`src/rtl/cps3_timing_monitor.sv`:
```
// CPS3 timing monitor: measures DE geometry per line/frame and runs the SEARCH/VERIFY/LOCKED lock FSM.
// Define CPS3_TMON_CRC_EN to add the per-frame CRC-16-CCITT of the active pixels on frame_crc_o.
module cps3_timing_monitor #(
    parameter int unsigned LOCK_FRAMES    = 3,
    parameter int unsigned UNLOCK_FRAMES  = 2,
    parameter int unsigned TIMEOUT_CYCLES = 262143
) (
    input  logic        PCLK_i,
    input  logic        RESET_i,
    input  logic        DE_i,
    input  logic        frame_change_i,
    input  logic [9:0]  h_active_i,
    input  logic [9:0]  v_active_i,
    input  logic [9:0]  h_total_i,
    input  logic [9:0]  v_total_i,
    input  logic [4:0]  R_i,
    input  logic [4:0]  G_i,
    input  logic [4:0]  B_i,
    output logic        locked_o,
    output logic [1:0]  state_o,
    output logic        mode_change_o,
    output logic [9:0]  meas_h_active_o,
    output logic [9:0]  meas_v_active_o,
    output logic [7:0]  err_cnt_o,
    output logic [15:0] frame_crc_o
);

    typedef enum logic [1:0] {
        ST_SEARCH = 2'd0,
        ST_VERIFY = 2'd1,
        ST_LOCKED = 2'd2
    } state_e;

    localparam logic [9:0]  CNT_MAX  = 10'h3FF;
    localparam logic [17:0] TMO_MAX  = 18'(TIMEOUT_CYCLES);
    localparam logic [4:0]  LOCK_N   = 5'(LOCK_FRAMES);
    localparam logic [4:0]  UNLOCK_N = 5'(UNLOCK_FRAMES);

    logic        de_q;
    logic        fc_q;
    logic [9:0]  pix_q, pix_d;
    logic [9:0]  line_q, line_d;
    logic [9:0]  ref_w_q, ref_w_d;
    logic        frame_bad_q, frame_bad_d;
    logic [9:0]  prev_ht_q, prev_ht_d;
    logic [9:0]  prev_vt_q, prev_vt_d;
    logic [9:0]  meas_h_q, meas_h_d;
    logic [9:0]  meas_v_q, meas_v_d;
    logic        mode_change_q, mode_change_d;
    logic        first_frame_q, first_frame_d;
    logic [17:0] tmo_q, tmo_d;

    state_e      state_q, state_d;
    logic [3:0]  good_q, good_d;
    logic [3:0]  miss_q, miss_d;
    logic [7:0]  err_q, err_d;
    logic        locked_q, locked_d;

    logic        de_fall;
    logic        boundary;
    logic        timeout;
    logic        frame_ok;
    logic        geom_diff;
    logic [9:0]  line_eff;
    logic [9:0]  ref_w_eff;
    logic        bad_eff;
    logic [4:0]  good_inc;
    logic [4:0]  miss_inc;

    // NOTE: every combinational output is given a default first, so no path can infer a latch.
    always_comb begin
        de_fall   = de_q & ~DE_i;
        boundary  = frame_change_i & ~fc_q;
        timeout   = (tmo_q == TMO_MAX);
        line_eff  = line_q;
        ref_w_eff = ref_w_q;
        bad_eff   = frame_bad_q;
        // A line ending in the boundary cycle still belongs to the frame being closed.
        if (de_fall) begin
            if (line_q != CNT_MAX) begin
                line_eff = line_q + 10'd1;
            end
            if (line_q == 10'd0) begin
                ref_w_eff = pix_q;
            end else if (pix_q != ref_w_q) begin
                bad_eff = 1'b1;
            end
        end
        frame_ok  = ~bad_eff & (ref_w_eff == h_active_i) & (line_eff == v_active_i)
                  & (h_total_i == prev_ht_q) & (v_total_i == prev_vt_q);
        geom_diff = (ref_w_eff != meas_h_q) | (line_eff != meas_v_q)
                  | (h_total_i != prev_ht_q) | (v_total_i != prev_vt_q);
    end

    always_comb begin
        pix_d = pix_q;
        if (de_fall) begin
            pix_d = '0;
        end else if (DE_i && (pix_q != CNT_MAX)) begin
            pix_d = pix_q + 10'd1;
        end
        line_d        = boundary ? '0 : line_eff;
        ref_w_d       = ref_w_eff;
        frame_bad_d   = boundary ? 1'b0 : bad_eff;
        prev_ht_d     = prev_ht_q;
        prev_vt_d     = prev_vt_q;
        meas_h_d      = meas_h_q;
        meas_v_d      = meas_v_q;
        mode_change_d = 1'b0;
        first_frame_d = first_frame_q;
        tmo_d         = tmo_q + 18'd1;
        if (boundary) begin
            prev_ht_d     = h_total_i;
            prev_vt_d     = v_total_i;
            meas_h_d      = ref_w_eff;
            meas_v_d      = line_eff;
            mode_change_d = ~first_frame_q & geom_diff;
            first_frame_d = 1'b0;
            tmo_d         = '0;
        end
        // Losing frame boundaries makes the next frame a fresh start.
        if (timeout) begin
            tmo_d         = '0;
            first_frame_d = 1'b1;
        end
    end

    // NOTE: sequential state uses non-blocking assignments so every register samples pre-edge values.
    always_ff @(posedge PCLK_i or posedge RESET_i) begin
        if (RESET_i) begin
            de_q          <= 1'b0;
            fc_q          <= 1'b0;
            pix_q         <= '0;
            line_q        <= '0;
            ref_w_q       <= '0;
            frame_bad_q   <= 1'b0;
            prev_ht_q     <= '0;
            prev_vt_q     <= '0;
            meas_h_q      <= '0;
            meas_v_q      <= '0;
            mode_change_q <= 1'b0;
            first_frame_q <= 1'b1;
            tmo_q         <= '0;
        end else begin
            de_q          <= DE_i;
            fc_q          <= frame_change_i;
            pix_q         <= pix_d;
            line_q        <= line_d;
            ref_w_q       <= ref_w_d;
            frame_bad_q   <= frame_bad_d;
            prev_ht_q     <= prev_ht_d;
            prev_vt_q     <= prev_vt_d;
            meas_h_q      <= meas_h_d;
            meas_v_q      <= meas_v_d;
            mode_change_q <= mode_change_d;
            first_frame_q <= first_frame_d;
            tmo_q         <= tmo_d;
        end
    end

    always_ff @(posedge PCLK_i or posedge RESET_i) begin
        if (RESET_i) begin
            state_q  <= ST_SEARCH;
            good_q   <= '0;
            miss_q   <= '0;
            err_q    <= '0;
            locked_q <= 1'b0;
        end else begin
            state_q  <= state_d;
            good_q   <= good_d;
            miss_q   <= miss_d;
            err_q    <= err_d;
            locked_q <= locked_d;
        end
    end

    always_comb begin
        state_d  = state_q;
        good_d   = good_q;
        miss_d   = miss_q;
        err_d    = err_q;
        good_inc = {1'b0, good_q} + 5'd1;
        miss_inc = {1'b0, miss_q} + 5'd1;
        if (timeout) begin
            state_d = ST_SEARCH;
            good_d  = '0;
            miss_d  = '0;
            if ((state_q == ST_LOCKED) && (err_q != 8'hFF)) begin
                err_d = err_q + 8'd1;
            end
        end else if (boundary) begin
            case (state_q)
                ST_SEARCH: begin
                    if (frame_ok) begin
                        good_d  = 4'd1;
                        state_d = (LOCK_N <= 5'd1) ? ST_LOCKED : ST_VERIFY;
                    end
                end
                ST_VERIFY: begin
                    if (!frame_ok) begin
                        state_d = ST_SEARCH;
                        good_d  = '0;
                    end else if (good_inc >= LOCK_N) begin
                        state_d = ST_LOCKED;
                        good_d  = '0;
                    end else begin
                        good_d  = good_inc[3:0];
                    end
                end
                ST_LOCKED: begin
                    if (frame_ok) begin
                        miss_d = '0;
                    end else begin
                        if (err_q != 8'hFF) begin
                            err_d = err_q + 8'd1;
                        end
                        if (miss_inc >= UNLOCK_N) begin
                            state_d = ST_SEARCH;
                            miss_d  = '0;
                        end else begin
                            miss_d  = miss_inc[3:0];
                        end
                    end
                end
                default: begin
                    state_d = ST_SEARCH;
                    good_d  = '0;
                    miss_d  = '0;
                end
            endcase
        end
    end

    always_comb begin
        locked_d = (state_d == ST_LOCKED);
    end

    assign locked_o        = locked_q;
    assign state_o         = state_q;
    assign mode_change_o   = mode_change_q;
    assign meas_h_active_o = meas_h_q;
    assign meas_v_active_o = meas_v_q;
    assign err_cnt_o       = err_q;

`ifdef CPS3_TMON_CRC_EN
    logic [15:0] crc_q, crc_d;
    logic [15:0] frame_crc_q, frame_crc_d;

    function automatic logic [15:0] crc16_word(input logic [15:0] crc, input logic [15:0] data);
        logic [15:0] c;
        c = crc;
        for (int i = 15; i >= 0; i--) begin
            c = {c[14:0], 1'b0} ^ ((c[15] ^ data[i]) ? 16'h1021 : 16'h0000);
        end
        return c;
    endfunction

    // A pixel in the boundary cycle is folded into the frame being closed.
    always_comb begin
        crc_d       = DE_i ? crc16_word(crc_q, {R_i, G_i, B_i, 1'b0}) : crc_q;
        frame_crc_d = frame_crc_q;
        if (boundary) begin
            frame_crc_d = crc_d;
            crc_d       = 16'hFFFF;
        end
    end

    always_ff @(posedge PCLK_i or posedge RESET_i) begin
        if (RESET_i) begin
            crc_q       <= 16'hFFFF;
            frame_crc_q <= '0;
        end else begin
            crc_q       <= crc_d;
            frame_crc_q <= frame_crc_d;
        end
    end

    assign frame_crc_o = frame_crc_q;
`else
    logic unused_rgb;
    assign unused_rgb  = ^{R_i, G_i, B_i};
    assign frame_crc_o = 16'h0000;
`endif

endmodule

```
`config.mk`:
```
export PLATFORM = sky130hd
export DESIGN_NAME = cps3_timing_monitor
export DESIGN_NICKNAME = d
export VERILOG_FILES = /design/src/rtl/cps3_timing_monitor.sv
export SDC_FILE = /design/constraint.sdc
export NUM_CORES = 1
export LEC_CHECK = 0
export CAP_MARGIN = 40
export CORE_UTILIZATION = 45
export CTS_BUF_LIST = sky130_fd_sc_hd__clkbuf_4 sky130_fd_sc_hd__clkbuf_8
export DETAILED_ROUTE_END_ITERATION = 12
export HOLD_SLACK_MARGIN = 0.08
export PLACE_DENSITY = 0.8
export SLEW_MARGIN = 20
export SYNTH_ARGS = -nofsm -noshare
export SYNTH_HDL_FRONTEND = slang
export SYNTH_SLANG_ARGS = --single-unit
```
`constraint.sdc`:
```
create_clock -name PCLK_i -period 4.05 [get_ports PCLK_i]
set_input_delay 1.0125 -clock PCLK_i [delete_from_list [all_inputs] [get_ports PCLK_i]]
set_output_delay 1.0125 -clock PCLK_i [all_outputs]
set_load 0.03 [all_outputs]
```
After elaboration in Yosys (flattened, before gate mapping)
Index checks and enable logic that the tools add are counted.

operators by class
  add/subtract/negate cells = 6
  magnitude comparators = 2
  equal/unequal tests = 21
  mux-type cells = 41
  bitwise gates (word level) = 14
  reductions and logical operators = 12

operators with widths
  operator                                                                             number
  10-bit 2-to-1 mux                                                                    7
  10-bit != test                                                                       5
  8-bit 2-to-1 mux                                                                     6
  10-bit == test                                                                       4
  18-bit 2-to-1 mux                                                                    2
  4-bit 2-to-1 mux                                                                     9
  10-bit by 1-bit adder with 10-bit output, second input constant                      2
  10-bit != test, second input constant                                                2
  18-bit by 1-bit adder with 18-bit output, second input constant                      1
  18-bit == test, second input constant                                                1
  2-bit 2-to-1 mux                                                                     7
  4-bit one-hot mux with 3 select lines                                                1
  4-bit by 1-bit adder with 5-bit output, second input constant                        2
  5-bit by 2-bit greater-or-equal comparator with 1-bit output, second input constant  2
  10-bit zero test                                                                     1
  8-bit by 1-bit adder with 8-bit output, second input constant                        1
  8-bit != test, second input constant                                                 1
  4-bit one-hot mux with 2 select lines                                                1
  2-bit nonzero test                                                                   4
  1-bit bitwise AND                                                                    7
  1-bit 2-to-1 mux                                                                     7
  2-bit one-hot mux with 3 select lines                                                1
  5-bit AND reduction                                                                  1
  2-bit == test, second input constant                                                 2
  11 further kinds                                                                     19

word-level totals
  register bits after elaboration = 112
  input bits = 59
  output and inout port bits = 48
  word-level logic and storage cells = 114

Longest topological paths before layout
  depth in word-level cells = 14
  mapped depth = 11
  mapped depth without buffers = 10

Least setup slack after synthesis
No wires, ideal clock.

  kind = in2reg
  start point = in DE_i
  end point = reg err_q[1], in the netlist err_cnt_o[1]
  setup time = 0.128 ns
  arrival time = 3.095 ns
  required time = 3.922 ns
  setup slack = 0.828 ns
  stages on the path = 9
  path through = buf_2 -> nand4b_1 -> nor3_2 -> xnor2_1 -> o22ai_1 -> nor4_1 -> a31oi_1 -> o21ai_2 -> mux2_1

between the ends
  longest elaborated chain between the ends = 10
  elaborated cells between the ends (all ways) = 14

ends and longest elaborated chain
  element                                                RTL line  RTL
  start: declaration                                     10        input logic DE_i,
  1-bit NOT (*)                                          72        de_fall = de_q & ~DE_i;
  1-bit bitwise AND (*)                                  72
  10-bit 2-to-1 mux or 1-bit 2-to-1 mux (tied branches)  79        if (de_fall) begin
  10-bit == test or 1-bit NOT (tied branches)            89        frame_ok = ~bad_eff & (ref_w_eff == h_active_i) & (line_eff == v_active_i)
  1-bit bitwise AND                                      89
  1-bit bitwise AND (*)                                  89
  1-bit bitwise AND (*) (2 in a row)                     90        & (h_total_i == prev_ht_q) & (v_total_i == prev_vt_q);
  2-bit != test (no line) (*)                            --
  5-bit AND reduction (no line) (*)                      --
  end signal: assignment                                 172       err_q <= err_d;
  end: declaration                                       56        logic [7:0] err_q, err_d;

Mark *: on every way between the ends. The rest lies on a longest branch, timed or not.
A chain may end at the register's enable or synchronous reset.

Worst setup path in the final report
  start point = in DE_i
  end point = reg err_q[6], in the netlist err_cnt_o[6]

Same word-level chain as after synthesis.

==> results.json <==
{
  "fill_cells": 1188,
  "status": "completed",
  "yosys-top-cells-area": "dfrtp_1, xnor2_1, nand2_1, xor2_1, nor2_1",
  "yosys_warnings": 0,
  "finalMaxSlewViolations": 0,
  "grt_max_degree": 62,
  "cpMostUsedCell": "buf_4",
  "setup_viol": 0,
  "num_vias": 4923,
  "synth_top_area_cell": "dfrtp_1",
  "fp.dieH_um": 120.1,
  "critical_path_class": "in -> reg",
  "cts.sinks": 112,
  "period_share": 0.8684,
  "power_mw": 2.781,
  "ys_ff_latch": 112,
  "hold_viol": 0,
  "initial_core_util": 0.4685,
  "syn_area_per_cell_sq_um": 9.260,
  "globalRouteTotalUtil": 0.1997,
  "synthCells": 678,
  "cap_violations": 0,
  "vias_per_cell": 5.328,
  "core-area_sq_mm": 0.01340,
  "ctsHoldBuffers": 0,
  "ys_types": 67,
  "synth_ff_type": "dfrtp_1",
  "crit_family": "compound AO/OA/AOI/OAI gates",
  "drt_iter0_markers": 447,
  "dpl-instance-area_sq_mm": 0.007133,
  "maxSlewHeadroom": 0.5297,
  "clk_pin_slew_ps": 110,
  "clk_latency_ps": 390,
  "die_width_um": 120.1,
  "cp_cell_sequence": "clkdlybuf4s50_1, nor2b_1, nand4_2, buf_4, o311ai_1, a2111oi_4, a31oi_1, buf_4, o2111ai_1, xnor2_1",
  "cts_tree": "built",
  "wirelength_um": 13890,
  "hp-class": "reg -> reg",
  "worstPathRequired_ps": 4320,
  "io_pins": 107,
  "synth_edf_count": 0,
  "dieArea_sq_mm": 0.01443,
  "yosys.area.top_type_share": 0.4424,
  "fmax_mhz": 284.3,
  "critPathArrivalTime_ps": 3790,
  "place.gp.congestion": 0.9092,
  "worstPathMaxFanout": 14,
  "cp_slowest_cell": "o311ai_1",
  "async_flop_share": 1.000,
  "root_buffer": "clkbuf_8",
  "antenna_cells": 0,
  "dr.pass1.iters": 5,
  "irDropWorstVdd_mv": 0.2083,
  "place_ws_ps": 180.3,
  "syn-cell-area_sq_mm": 0.006279,
  "h-tree-depth": 3,
  "crit_path_max_incr_delay_ps": 600,
  "nNetsFinal": 811,
  "grt_overflow": 0,
  "fin_setup_tns_ps": 0,
  "portBuffers": 75,
  "critPathLaunchType": "input port",
  "utilization": 0.5518,
  "worstMarginPinSlew_ps": 694.4,
  "wl_per_cell_um": 15.03,
  "crit_buf_inv": 3,
  "final_cell_area_sq_mm": 0.007395,
  "power_density_mw_per_mm2": 376.1,
  "post_cts_resize_count": 0,
  "layout_commonest_cell": "nand2_1",
  "ant_nets": 0,
  "antenna_found_initial": 0,
  "cp-end-kind": "flop",
  "ys_seq_area_frac": 0.4466,
  "fin_worst_skew_ps": 11.97,
  "cts_buffer_depth": 2,
  "area_growth_pct": 17.78,
  "rows": 42,
  "final_cell_mix": "nand2_1, dfrtp_1, clkdlybuf4s50_1",
  "numCtsBuffers": 9,
  "grt_pass1_vias": 4616,
  "worst_slack_ps": 533.0,
  "layout-drive-gt1-share": 0.06016,
  "grt_setup_unrepaired": "false",
  "p_leak_nw": 3.354,
  "fin_crit_ps": 3517,
  "hpwl_um": 10220,
  "drc": 0,
  "post_cts_buffers": 0,
  "grt_pass1_wl_um": 22680
}
==> cells in the mapped netlist (2+ instances only) <==
| cell type | n |
|---|---|
| a211oi_1 | 2 |
| a21o_1 | 5 |
| a21oi_1 | 16 |
| a31oi_1 | 6 |
| a32o_1 | 2 |
| and2_1 | 3 |
| and3_1 | 14 |
| and4_1 | 5 |
| buf_1 | 5 |
| buf_2 | 7 |
| buf_4 | 17 |
| buf_6 | 4 |
| clkbuf_1 | 15 |
| dfrtp_1 | 111 |
| ha_1 | 9 |
| inv_1 | 23 |
| mux2i_1 | 12 |
| nand2_1 | 114 |
| nand2b_1 | 3 |
| nand3_1 | 27 |
| nand3b_1 | 3 |
| nand4_1 | 18 |
| nor2_1 | 52 |
| nor2b_1 | 3 |
| nor3_1 | 5 |
| nor4_1 | 6 |
| nor4_2 | 2 |
| o2111ai_1 | 5 |
| o211ai_1 | 6 |
| o21a_1 | 2 |
| o21ai_0 | 35 |
| o21ai_1 | 2 |
| o22ai_1 | 2 |
| or2_2 | 2 |
| or3_1 | 5 |
| or4_1 | 2 |
| xnor2_1 | 59 |
| xor2_1 | 40 |
==> through the flow <==
| step | hold slack, ps | instances |
|---|---|---|
| floorplan | 432.9 | 693 |
| detailed placement | 460.1 | 908 |
| finish | 481.8 | 924 |
| CTS | 485.1 | 924 |
| global route | 517.0 | 924 |
| global placement | 445.5 | 908 |
==> power by group <==
| group | internal, mW | total, mW | switching [mW] |
|---|---|---|---|
| Clock | 0.451 | 0.842 | 0.391 |
| Sequential | 1.21 | 1.32 | 0.107 |
| Combinational | 0.278 | 0.617 | 0.339 |
| Total | 1.94 | 2.78 | 0.837 |
==> logic make-up after synthesis <==
kind of cell | Yosys count | share of synthesized area
multiplexers | 13 | 0.02093
buffers and inverters | 71 | 0.05879
adder cells (fa/ha/maj) | 9 | 0.01794
AND/OR/NAND/NOR | 274 | 0.2114
flip-flops | 112 | 0.4466
XOR/XNOR | 99 | 0.1381
other | 1 | 0.0005973
AO/OA/AOI/OAI | 99 | 0.1056
==> final cells by class <==
cell class | instances | area (sq um) | share of cell area
clock buffers | 11 | 151.4 | 0.02047
clock inverters | 5 | 110.1 | 0.01489
inverters | 23 | 88.84 | 0.01201
multi-input cells | 510 | 3167 | 0.4283
flip-flops and latches | 112 | 2804 | 0.3792
well taps | 176 | 220.2 | 0.02978
repair buffers | 87 | 853.3 | 0.1154
==> flip-flops by register name, indices dropped and copies added (netlist names) <==
name / count
de_q: 1
prev_ht_q: 10
line_q: 10
prev_vt_q: 10
good_q: 4
first_frame_q: 1
fc_q: 1
pix_q: 10
ref_w_q: 10
err_cnt_o: 8
miss_q: 4
locked_o: 1
tmo_q: 18
frame_bad_q: 1
meas_v_active_o: 10
meas_h_active_o: 10
state_o: 2
mode_change_o: 1
==> final timing paths <==
| path | endpoint | depth (start not counted) | start | slack [ps] |
|---|---|---|---|---|
| max reg2reg | err_cnt_o[6] | 11 | line_q[1] | 790 |
| max | err_cnt_o[6] | 10 | DE_i | 530 |
| min | tmo_q[0] | 1 | tmo_q[0] | 480 |
| max in group asynchronous | first_frame_q | 3 | RESET_i | 2190 |
| min in group asynchronous | ref_w_q[7] | 2 | RESET_i | 1090 |
| min reg2reg | tmo_q[0] | 1 | tmo_q[0] | 480 |
==> per-layer routing <==
metal	GRT usage	up-vias	wire length [um]
li1	-	2410	-
met2	0.3132	125	6584
met5	0	-	0
met3	0.03660	15	701
met1	0.2786	2373	6371
met4	0.06328	0	230
Note: power is estimated with default switching activity, not from simulation.
